$ cat src/rtl/inst_encoder.sv
// Encodes decoded operation descriptors back into 32-bit MIPS instruction words.
// One registered output word; the LI32 pseudo-op stages its second word in a pending register.
module inst_encoder (
    input  logic        clk,
    input  logic        rst,
    input  logic        in_valid,
    output logic        in_ready,
    input  logic [3:0]  in_kind,
    input  logic [3:0]  in_aluop,
    input  logic        in_u,
    input  logic [4:0]  in_rs,
    input  logic [4:0]  in_rt,
    input  logic [4:0]  in_rd,
    input  logic [4:0]  in_shamt,
    input  logic [31:0] in_imm,
    input  logic [25:0] in_target,
    output logic        out_valid,
    input  logic        out_ready,
    output logic [31:0] out_inst,
    output logic        out_last,
    output logic        err
);

    typedef enum logic [3:0] {
        K_R_ALU = 4'd0, K_I_ALU = 4'd1, K_LW  = 4'd2, K_SW  = 4'd3, K_BEQ  = 4'd4,
        K_BNE   = 4'd5, K_J     = 4'd6, K_JAL = 4'd7, K_JR  = 4'd8, K_LI32 = 4'd9
    } kind_e;

    typedef enum logic [3:0] {
        A_ADD  = 4'h0, A_SUB  = 4'h1, A_SLT  = 4'h2, A_SLTU = 4'h3,
        A_AND  = 4'h4, A_OR   = 4'h5, A_XOR  = 4'h6, A_NOR  = 4'h7,
        A_SLL  = 4'h8, A_SRL  = 4'h9, A_SRA  = 4'ha, A_SLLV = 4'hb,
        A_SRLV = 4'hc, A_SRAV = 4'hd, A_LUI  = 4'he, A_DFT  = 4'hf
    } aluop_e;

    logic        out_valid_q, out_valid_d;
    logic [31:0] out_inst_q,  out_inst_d;
    logic        out_last_q,  out_last_d;
    logic        err_q,       err_d;
    logic        pend_q,      pend_d;
    logic [31:0] pend_inst_q, pend_inst_d;

    logic        enc_err, enc_two;
    logic [31:0] enc_word, enc_second;
    logic [5:0]  op, func;
    logic [4:0]  rs, shamt;
    logic        accept;

    assign in_ready = !pend_q && (!out_valid_q || out_ready);
    assign accept   = in_valid && in_ready;

    // Pure field encoder for the descriptor currently on the input.
    always_comb begin
        // NOTE: every combinational output gets a default first so no path leaves a latch.
        enc_err    = 1'b0;
        enc_two    = 1'b0;
        enc_word   = '0;
        enc_second = '0;
        op         = '0;
        func       = '0;
        rs         = in_rs;
        shamt      = '0;
        case (in_kind)
            K_R_ALU: begin
                case (in_aluop)
                    A_ADD:  func = in_u ? 6'h21 : 6'h20;
                    A_SUB:  func = in_u ? 6'h23 : 6'h22;
                    A_SLT:  func = 6'h2a;
                    A_SLTU: func = 6'h2b;
                    A_AND:  func = 6'h24;
                    A_OR:   func = 6'h25;
                    A_XOR:  func = 6'h26;
                    A_NOR:  func = 6'h27;
                    A_SLL:  begin func = 6'h00; rs = '0; shamt = in_shamt; end
                    A_SRL:  begin func = 6'h02; rs = '0; shamt = in_shamt; end
                    A_SRA:  begin func = 6'h03; rs = '0; shamt = in_shamt; end
                    A_SLLV: func = 6'h04;
                    A_SRLV: func = 6'h06;
                    A_SRAV: func = 6'h07;
                    default: enc_err = 1'b1;
                endcase
                enc_word = {6'h00, rs, in_rt, in_rd, shamt, func};
            end
            K_I_ALU: begin
                case (in_aluop)
                    A_ADD:  op = in_u ? 6'h09 : 6'h08;
                    A_SLT:  op = 6'h0a;
                    A_SLTU: op = 6'h0b;
                    A_AND:  op = 6'h0c;
                    A_OR:   op = 6'h0d;
                    A_XOR:  op = 6'h0e;
                    A_LUI:  begin op = 6'h0f; rs = '0; end
                    default: enc_err = 1'b1;
                endcase
                enc_word = {op, rs, in_rt, in_imm[15:0]};
            end
            K_LW:  enc_word = {6'h23, in_rs, in_rt, in_imm[15:0]};
            K_SW:  enc_word = {6'h2b, in_rs, in_rt, in_imm[15:0]};
            K_BEQ: enc_word = {6'h04, in_rs, in_rt, in_imm[15:0]};
            K_BNE: enc_word = {6'h05, in_rs, in_rt, in_imm[15:0]};
            K_J:   enc_word = {6'h02, in_target};
            K_JAL: enc_word = {6'h03, in_target};
            K_JR:  enc_word = {6'h00, in_rs, 15'd0, 6'h08};
            K_LI32: begin
                // A zero upper half needs only ORI from $0; otherwise LUI then ORI into rt.
                if (in_imm[31:16] != 16'd0) begin
                    enc_two    = 1'b1;
                    enc_word   = {6'h0f, 5'd0, in_rt, in_imm[31:16]};
                    enc_second = {6'h0d, in_rt, in_rt, in_imm[15:0]};
                end else begin
                    enc_word   = {6'h0d, 5'd0, in_rt, in_imm[15:0]};
                end
            end
            default: enc_err = 1'b1;
        endcase
    end

    // Output register / pending-word next state.
    always_comb begin
        out_valid_d = out_valid_q;
        out_inst_d  = out_inst_q;
        out_last_d  = out_last_q;
        pend_d      = pend_q;
        pend_inst_d = pend_inst_q;
        err_d       = accept && enc_err;
        if (pend_q && out_ready) begin
            out_valid_d = 1'b1;
            out_inst_d  = pend_inst_q;
            out_last_d  = 1'b1;
            pend_d      = 1'b0;
        end else if (accept && !enc_err) begin
            out_valid_d = 1'b1;
            out_inst_d  = enc_word;
            out_last_d  = !enc_two;
            pend_d      = enc_two;
            pend_inst_d = enc_second;
        end else if (accept || out_ready) begin
            out_valid_d = 1'b0;
        end
    end

    always_ff @(posedge clk) begin
        // NOTE: state registers use non-blocking assignments so all of them update from the same pre-edge values.
        if (rst) begin
            out_valid_q <= 1'b0;
            out_inst_q  <= '0;
            out_last_q  <= 1'b0;
            err_q       <= 1'b0;
            pend_q      <= 1'b0;
            pend_inst_q <= '0;
        end else begin
            out_valid_q <= out_valid_d;
            out_inst_q  <= out_inst_d;
            out_last_q  <= out_last_d;
            err_q       <= err_d;
            pend_q      <= pend_d;
            pend_inst_q <= pend_inst_d;
        end
    end

    assign out_valid = out_valid_q;
    assign out_inst  = out_inst_q;
    assign out_last  = out_last_q;
    assign err       = err_q;

endmodule

$ cat config.mk
export PLATFORM = sky130hd
export DESIGN_NAME = inst_encoder
export DESIGN_NICKNAME = d
export VERILOG_FILES = /design/src/rtl/inst_encoder.sv
export SDC_FILE = /design/constraint.sdc
export NUM_CORES = 1
export LEC_CHECK = 0
export CAP_MARGIN = 30
export CORE_AREA = 2 2 87 89
export DETAILED_ROUTE_END_ITERATION = 16
export DIE_AREA = 0 0 89 91
export PLACE_DENSITY = 0.79
export REMOVE_ABC_BUFFERS = 1
export SYNTH_ARGS = -nofsm -noshare
export SYNTH_HDL_FRONTEND = slang
export SYNTH_SLANG_ARGS = --single-unit
export TNS_END_PERCENT = 30
$ cat constraint.sdc
create_clock -name clk -period 2.9 [get_ports clk]
set_input_delay 0.87 -clock clk [delete_from_list [all_inputs] [get_ports clk]]
set_output_delay 0.87 -clock clk [all_outputs]
set_load 0.1 [all_outputs]
==> flow_summary.json, run 1 <==
{
  "synth_area_per_cell_um2": 8.32,
  "dpl.hpwl_um": 7880,
  "cts_buffers": 9,
  "comb_power_share_pct": 28.9,
  "vias": 3594,
  "pre_cts_slack_ns": -0.244,
  "final_antenna_net_count": 0,
  "die_x_um": 89,
  "slew_headroom_pct": 57.7,
  "cts.path.max_buffers": 2,
  "fin_nets": 607,
  "r2r_start": "pend_q",
  "drtPass1Iterations": 7,
  "min_period_over_period_pct": 96.3,
  "grt_usage_pct": 25.2,
  "max_freq_ghz": 0.358,
  "avgViaCountPerCell": 5.80,
  "syn_area_um2": 2970,
  "rsz0062_at_grt": "no",
  "r2r-end": "out_inst[3]",
  "crit_path_start_kind": "input port",
  "yosysSeqAreaShare_pct": 38.4,
  "worst_pin_slew_ns": 0.634,
  "ys.flop_type": "dfxtp_1",
  "antenna_found_initial": 0,
  "postRouteWirelength_um": 10500,
  "syn_to_final_growth_pct": 60.2,
  "p_per_area_nw_per_um2": 440,
  "postSynthCellCount": 357,
  "synth_edf_count": 0,
  "grt_pass1_wl_um": 16000,
  "initial_core_util_pct": 41.6,
  "ios": 127,
  "sw_frac_of_total_pct": 33.6,
  "cts_tree": "yes",
  "fin_worst_skew_ns": 0.00706,
  "hold_viol_final": 0,
  "clk_pin_slew_worst_paths_ns": 0.07,
  "critPathLaunch": "in_imm[25]",
  "drc": 0,
  "status": "finished clean",
  "die_area_um2": 8100,
  "path_max_fanout": 4,
  "drv_cap": 0,
  "num_antenna_cells": 0,
  "place_area_um2": 4580,
  "critPathKind": "input port to flop",
  "grt_start_max_net_pins": 27,
  "drtIter0Drc": 254,
  "r2r_setup_slack_ns": 1.10,
  "clock_sinks": 57,
  "internal-power_w": 0.00139,
  "p_leak_nw": 1.86,
  "drive_gt1_share_pct": 23.6,
  "p_sw_w": 0.000704,
  "cp-end-kind": "flop",
  "yosysWarningCount": 0,
  "worstPathArrival_ns": 3.02,
  "synthArstFlopShare_pct": 0,
  "hold_buffers": 0,
  "clkPwrFrac_pct": 31.7,
  "cts-root-buf": "clkbuf_8",
  "postLayoutCellArea_um2": 4760,
  "cts_max_level": 3,
  "post_cts_resized": 0,
  "cp.required_ns": 3.13,
  "clkLatencyLatePin_ns": 0.34,
  "p_total_w": 0.00209,
  "rows": 31,
  "cp-endpoint": "out_inst[14]",
  "peakVddDrop_v": 0.000295,
  "cts_setup_buffers": 0,
  "final.min_clock_period_ns": 2.79,
  "rr_worst_depth": 6,
  "core-area_um2": 7140,
  "port_buffers": 125,
  "finalSetupViolations": 0,
  "pwr-share-seq_pct": 39.3,
  "grt_pass1_vias": 3385,
  "hold_path.class": "flop to flop",
  "gp_congestion": 0.892,
  "fin_ws_ns": 0.107,
  "synth_cell_types": 56,
  "ys_seq_elements": 57,
  "avgRoutedWirePerCell_um": 16.9,
  "grt_overflow_total": 0,
  "final-max-slew-violation-count": 0,
  "die_h_um": 91
}
==> metrics by stage <==
stage                     setup TNS (ns)  util (%)  hold WS, ns  instances
after global routing                   0      66.6        0.467        620
after detailed placement           -1.15      64.2        0.444        604
after floorplan                   -65.72         -        0.426        323
after CTS                              0      66.6        0.454        620
after global placement            -0.810      64.2        0.438        604
final                                  0      66.6        0.452        620
==> cell usage after synthesis, drive strengths merged, types with 2 or more instances <==
cell | number | area share (%)
a21o | 6 | 1.5
nor4 | 6 | 1.5
inv | 3 | 0.38
a22oi | 13 | 3.5
a22o | 4 | 1.2
o211ai | 2 | 0.51
dfxtp | 57 | 38
nor3 | 3 | 0.89
a222oi | 8 | 2.7
buf | 18 | 3.9
o21ai | 11 | 2.0
nor2 | 18 | 2.3
a21oi | 41 | 7.0
a31oi | 5 | 1.1
nand2b | 2 | 0.42
o311ai | 6 | 1.8
or3 | 2 | 0.42
a221o | 18 | 6.1
and3 | 2 | 0.42
a221oi | 7 | 2.1
nand2 | 56 | 7.1
nand3 | 26 | 4.4
clkbuf | 16 | 2.0
nand4b | 6 | 1.8
==> metal layers <==
metal	global-route usage, %	wire length, um	vias to the layer above
li1	-	-	1686
met1	30.7	4220	1699
met2	42.2	5050	192
met3	5.27	1010	17
met4	10.6	186	0
met5	0	0	-
==> layout by cell type (no fill, tap or decap), types with 7 or more instances in the layout <==
cell,count
a22oi_1,12
a21oi_1,40
a221o_1,18
nor2_1,16
clkdlybuf4s50_1,90
clkbuf_8,10
dfxtp_1,57
nand2_1,56
a222oi_1,8
nand3_1,26
buf_4,87
a221oi_1,7
==> area by class of cell <==
| class | instances | area, um^2 |
|---|---|---|
| clock buffer | 11 | 141 |
| multi-input combinational | 263 | 1650 |
| inverter | 3 | 11.3 |
| clock inverter | 5 | 31.3 |
| fill | 612 | 2380 |
| sequential | 57 | 1140 |
| timing repair buffer | 182 | 1650 |
| tap | 99 | 124 |
==> worst max-delay path, cell delays in order <==
cell and delay [ns]:
clkdlybuf4s50_1 0.42, nor4_1 0.39, buf_4 0.17, nand4_1 0.12, and2_1 0.27, buf_4 0.16
a221oi_1 0.29, nor2_1 0.07, a221o_1 0.26
==> kinds of logic after synthesis <==
kind of cell,after synthesis,share of synthesized area (%)
and+or+nand+nor,130,21.7
muxes,2,0.716
DFF,57,38.4
other,1,0.126
AOI/OAI and AO/OA,130,32.8
buffers and inverters,37,6.28
==> registers in the layout (all words and copies together) (netlist names) <==
signal and count:
out_valid 1, out_last 1, out_inst 31, pend_q 1, pend_inst_q 22, err 1
==> how the worst min path moves through the flow <==
| stage | cells after the start | start | endpoint |
|---|---|---|---|
| floorplan | 2 | pend_inst_q[0] | pend_inst_q[0] |
| global placement | 2 | pend_inst_q[5] | pend_inst_q[5] |
| detailed placement | 1 | out_inst[4] | out_inst[4] |
| CTS | 2 | pend_inst_q[5] | pend_inst_q[5] |
| global route | 2 | pend_inst_q[5] | pend_inst_q[5] |
| finish | 2 | pend_inst_q[5] | pend_inst_q[5] |
==> power by group through the flow <==
stage               clock network (W)  registers (W)  logic (W)
floorplan                           0       0.000997   0.000137
global placement                    0       0.000839   0.000596
detailed placement                  0       0.000840   0.000600
CTS                          0.000671       0.000823   0.000602
global route                 0.000706       0.000825   0.000634
finish                       0.000664       0.000823   0.000605
Power figures use the tool's default switching activity.
==> run 2, diff against run 1 <==
==> constraint.sdc (replaced) <==
create_clock -name clk -period 2.9 [get_ports clk]
set_input_delay 0.87 -clock clk [delete_from_list [all_inputs] [get_ports clk]]
set_output_delay 0.87 -clock clk [all_outputs]
set_load 0.05 [all_outputs]
==> run 2 against run 1 <==
Effect of this change:
- count of clock-buffer cells in the layout up 1
- critical endpoint unchanged
- register-to-register slack got worse by 0.05 ns
- sequential power hardly changed
- non-clock buffer count up 2
- clock power increased by 20%
- via count shrank 0.19%
- largest power group unchanged
==> flow_summary.json, run 2 (synthesis gave the netlist of run 1 again) <==
{
  "postRouteWirelength_um": 10900,
  "hold_buffers": 0,
  "antenna_found_initial": 0,
  "avgRoutedWirePerCell_um": 17.5,
  "cts_tree": "yes",
  "cp_top_family": "simple AND/OR/NAND/NOR gates",
  "die_h_um": 91,
  "drtPass1Iterations": 5,
  "dpl.hpwl_um": 8320,
  "grt_usage_pct": 26.8,
  "drv_cap": 0,
  "slew_headroom_pct": 55.1,
  "final-max-slew-violation-count": 0,
  "clock_sinks": 57,
  "gp_congestion": 0.874,
  "drc": 0,
  "crit_slowest_cell": "nor4_1",
  "crit_chain": "clkdlybuf4s50_1 > nor4_1 > nand4_1 > and2_1 > buf_4 > a221oi_1 > nor2_1 > a221o_1",
  "min_period_over_period_pct": 97.2,
  "critPathKind": "input port to flop",
  "die_area_um2": 8100,
  "cp-end-kind": "flop",
  "ios": 127,
  "worst_pin_slew_ns": 0.674,
  "worstPathArrival_ns": 3.04,
  "grt_start_max_net_pins": 20,
  "syn_to_final_growth_pct": 64.8,
  "final.min_clock_period_ns": 2.82,
  "cp.required_ns": 3.12,
  "core-area_um2": 7140,
  "cts.path.max_buffers": 2,
  "rows": 31,
  "port_buffers": 125,
  "max_freq_ghz": 0.355,
  "grt_pass1_wl_um": 17100,
  "fin_worst_skew_ns": 0.00868,
  "layout_common_cells": "124 x clkdlybuf4s50_1, 57 x dfxtp_1, 56 x nand2_1",
  "hold_viol_final": 0,
  "clkLatencyLatePin_ns": 0.34,
  "status": "finished clean",
  "peakVddDrop_v": 0.000286,
  "fin_nets": 609,
  "p_per_area_nw_per_um2": 440,
  "num_antenna_cells": 0,
  "post_cts_resized": 0,
  "cts_setup_buffers": 0,
  "timing.hold.ws_ns": 0.449,
  "place_area_um2": 4680,
  "mostFrequentLayoutCell": "clkdlybuf4s50_1",
  "hold_path.class": "flop to flop",
  "worst-path-buf-inv": 2,
  "grt_pass1_vias": 3598,
  "path_max_fanout": 4,
  "initial_core_util_pct": 41.6,
  "cts_buffers": 9,
  "critPathMaxStageDelay_ns": 0.48,
  "p_total_w": 0.00215,
  "avgViaCountPerCell": 5.78,
  "instances_no_fill": 621,
  "rsz0062_at_grt": "no",
  "postLayoutCellArea_um2": 4890,
  "finalSetupViolations": 0,
  "grt_overflow_total": 0,
  "crit_path_start_kind": "input port",
  "dp_cells": 606,
  "drtIter0Drc": 277,
  "fillers": 636,
  "final_antenna_net_count": 0,
  "vias": 3587,
  "clk_pin_slew_worst_paths_ns": 0.06,
  "die_x_um": 89,
  "drive_gt1_share_pct": 17.0,
  "cts_max_level": 3,
  "cts-root-buf": "clkbuf_8",
  "largest_reg_flops": 31,
  "p_leak_nw": 1.82
}
## run 2: layer usage
layer	routed length, um	vias up	GRT usage, %
met5	0	-	0
met4	245	0	8.21
met3	861	21	6.00
met2	5420	172	47.1
met1	4340	1705	31.7
li1	-	1689	-
## run 2: cell type report
class / count / area (um^2) / area share [%]
timing repair buffer: 184 / 1750 / 35.8
multi-input combinational: 263 / 1650 / 33.8
sequential: 57 / 1140 / 23.3
clock buffer: 12 / 145 / 2.97
tap: 99 / 124 / 2.53
clock inverter: 3 / 65.1 / 1.33
inverter: 3 / 11.3 / 0.230
## run 2: power by group
| part | internal (W) | leakage, nW | switching [W] | total [W] |
|---|---|---|---|---|
| clock network | 0.000502 | 0.106 | 0.000298 | 0.000800 |
| registers | 0.000808 | 0.462 | 0.0000148 | 0.000823 |
| logic | 0.000260 | 1.26 | 0.000270 | 0.000530 |
| total | 0.00157 | 1.82 | 0.000583 | 0.00215 |
## run 2: path summary, 6_finish.rpt
path	slack (ns)	endpoint	cells after the start	from
setup / recovery	0.08	out_inst[14]	8	in_imm[30]
setup reg to reg	1.05	out_inst[18]	5	pend_q
hold reg to reg	0.45	out_inst[21]	1	out_inst[21]
hold / removal	0.45	out_inst[21]	1	out_inst[21]
## run 2: stage by stage
stage               setup WS [ns]  utilization, %  setup TNS [ns]
floorplan                  -0.564               -          -18.34
global placement           -0.189            65.6          -0.835
detailed placement         -0.243            65.6           -1.31
CTS                        0.0837            68.6               0
global route              0.00116            68.6               0
finish                     0.0814            68.6               0
==> run 3, diff against run 2 <==
--- a/config.mk
+++ b/config.mk
@@ -9,7 +9,8 @@
 export CORE_AREA = 2 2 87 89
 export DETAILED_ROUTE_END_ITERATION = 16
 export DIE_AREA = 0 0 89 91
-export PLACE_DENSITY = 0.79
+export HOLD_SLACK_MARGIN = 0.06
+export PLACE_DENSITY = 0.76
 export REMOVE_ABC_BUFFERS = 1
 export SYNTH_ARGS = -nofsm -noshare
 export SYNTH_HDL_FRONTEND = slang
==> run 3 against run 2 <==
Effect of this change:
- core utilization is 0.54 points lower
- sequential share of layout area is 0.19 points higher
- clock skew down 0.00076 ns
- non-clock buffer count is 1 lower
- register-to-register slack improved by 0.04 ns
- power fell by 6.7%
- first-iteration DRC count decreased by 6.1%
- hold slack better by 0.0050 ns
- die area unchanged
- critical path depth is the same
- setup slack better by 0.015 ns
- cell count stayed put
- critical path type unchanged
- critical endpoint is now out_inst[5]
- largest cell class unchanged
- highest routed layer unchanged
==> flow_summary.json, run 3 (synthesis gave the netlist of run 1 again) <==
{
  "status": "finished clean",
  "num_antenna_cells": 0,
  "layout_common_cells": "124 x clkdlybuf4s50_1, 57 x dfxtp_1, 56 x nand2_1",
  "rr_worst_depth": 6,
  "worstPathArrival_ns": 3.04,
  "clk_pin_slew_worst_paths_ns": 0.07,
  "drv_cap": 0,
  "max_freq_ghz": 0.357,
  "p_per_area_nw_per_um2": 414,
  "antenna_found_initial": 0,
  "rsz0062_at_grt": "no",
  "hold_path.class": "flop to flop",
  "min_period_over_period_pct": 96.7,
  "cp.required_ns": 3.14,
  "cts_buffers": 9,
  "cts-root-buf": "clkbuf_8",
  "cts_tree": "yes",
  "die_h_um": 91,
  "p_leak_nw": 1.80,
  "r2r-end": "out_inst[9]",
  "postRouteWirelength_um": 10700,
  "mostFrequentLayoutCell": "clkdlybuf4s50_1",
  "final-max-slew-violation-count": 0,
  "drtPass1Iterations": 6,
  "hp-start": "pend_inst_q[1]",
  "grt_overflow_total": 0,
  "finalSetupTns_ns": 0,
  "clock_sinks": 57,
  "rows": 31,
  "final.min_clock_period_ns": 2.80,
  "finalSetupViolations": 0,
  "cts_max_level": 3,
  "final_antenna_net_count": 0,
  "path_max_fanout": 3,
  "hold_viol_final": 0,
  "critPathKind": "input port to flop",
  "cp-end-kind": "flop",
  "slew_headroom_pct": 46.2,
  "drtIter0Drc": 260,
  "grt_pass1_wl_um": 16200,
  "critPathMaxStageDelay_ns": 0.46,
  "worst_pin_slew_ns": 0.806,
  "r2r_start": "pend_q",
  "vias": 3527,
  "drc": 0,
  "crit_slowest_cell": "clkdlybuf4s50_1",
  "drive_gt1_share_pct": 17.4,
  "initial_core_util_pct": 41.6,
  "largest_reg_flops": 31,
  "grt_usage_pct": 25.8,
  "fin_worst_skew_ns": 0.00792,
  "avgViaCountPerCell": 5.68,
  "crit_path_start_kind": "input port",
  "r2r_setup_slack_ns": 1.09,
  "avgRoutedWirePerCell_um": 17.2,
  "gp_congestion": 0.841,
  "fin_nets": 608,
  "die_area_um2": 8100,
  "fillers": 624,
  "hold_end": "pend_inst_q[1]",
  "die_x_um": 89,
  "p_total_w": 0.00201,
  "crit_chain": "clkdlybuf4s50_1 > nor4_2 > nand4_1 > and2_1 > buf_4 > a221oi_1 > a21oi_1 > a221o_1",
  "ios": 127,
  "grt_pass1_vias": 3480,
  "clkLatencyLatePin_ns": 0.35,
  "cts.path.max_buffers": 2,
  "grt_start_max_net_pins": 26,
  "core-area_um2": 7140,
  "syn_to_final_growth_pct": 63.5,
  "hold_buffers": 0,
  "dpl.hpwl_um": 8170,
  "timing.hold.ws_ns": 0.454,
  "min_path_cells": 2,
  "port_buffers": 125,
  "peakVddDrop_v": 0.000212
}
==> run 3: final cells by class <==
| type | instances | area (um^2) | area share (%) |
|---|---|---|---|
| Clock inverter | 5 | 31.3 | 0.644 |
| Sequential cell | 57 | 1140 | 23.5 |
| Timing Repair Buffer | 183 | 1750 | 36.0 |
| Clock buffer | 11 | 141 | 2.91 |
| Inverter | 3 | 11.3 | 0.232 |
| Multi-Input combinational cell | 263 | 1660 | 34.2 |
| Tap cell | 99 | 124 | 2.55 |
==> run 3: worst max-delay path by stage <==
stage / cells past startpoint / startpoint / endpoint / slack (ns)
after floorplan: 6 / out_ready / out_inst[26] / -0.56
after global placement: 8 / in_imm[25] / out_inst[5] / -0.18
after detailed placement: 8 / in_imm[25] / out_inst[5] / -0.33
after CTS: 8 / in_imm[25] / out_inst[5] / 0.02
after global routing: 8 / in_imm[25] / out_inst[5] / 0.02
final: 8 / in_imm[25] / out_inst[5] / 0.1
==> run 3: through the flow <==
stage	worst slack, ns	utilization, %	instances	instance area [um^2]
floorplan	-0.564	-	323	2790
global placement	-0.183	65.5	605	4680
detailed placement	-0.329	65.5	605	4680
CTS	0.0210	67.9	621	4850
global route	0.0219	68.0	621	4850
finish	0.0969	68.0	621	4850
==> run 3: where the power goes <==
part           total [W]  leakage, nW  switching [W]  internal [W]
Clock           0.000659       0.0891       0.000329      0.000330
Sequential      0.000822        0.462      0.0000142      0.000808
Combinational   0.000528         1.25       0.000268      0.000260
==> run 3: critical path: cells and delay by family <==
family	cells	cell delay, ns
AO/OA/AOI/OAI	3	0.67
buffers and inverters	2	0.60
AND/OR/NAND/NOR	3	0.90
==> run 3: repair_timing <==
| item | in CTS | in global routing |
|---|---|---|
| setup endpoints to repair | 0 | 5 |
| resized for setup | 0 | 1 |
| buffers inserted | 0 | 0 |
==> run 3: metal layers <==
metal | part of all wire [%] | global-route usage [%] | wire length (um) | vias up
met4 | 2.0 | 10.8 | 216 | 0
met3 | 9.2 | 4.73 | 982 | 21
met2 | 49 | 45.0 | 5220 | 164
li1 | - | - | - | 1682
met5 | 0 | 0 | 0 | -
met1 | 40 | 30.4 | 4250 | 1660
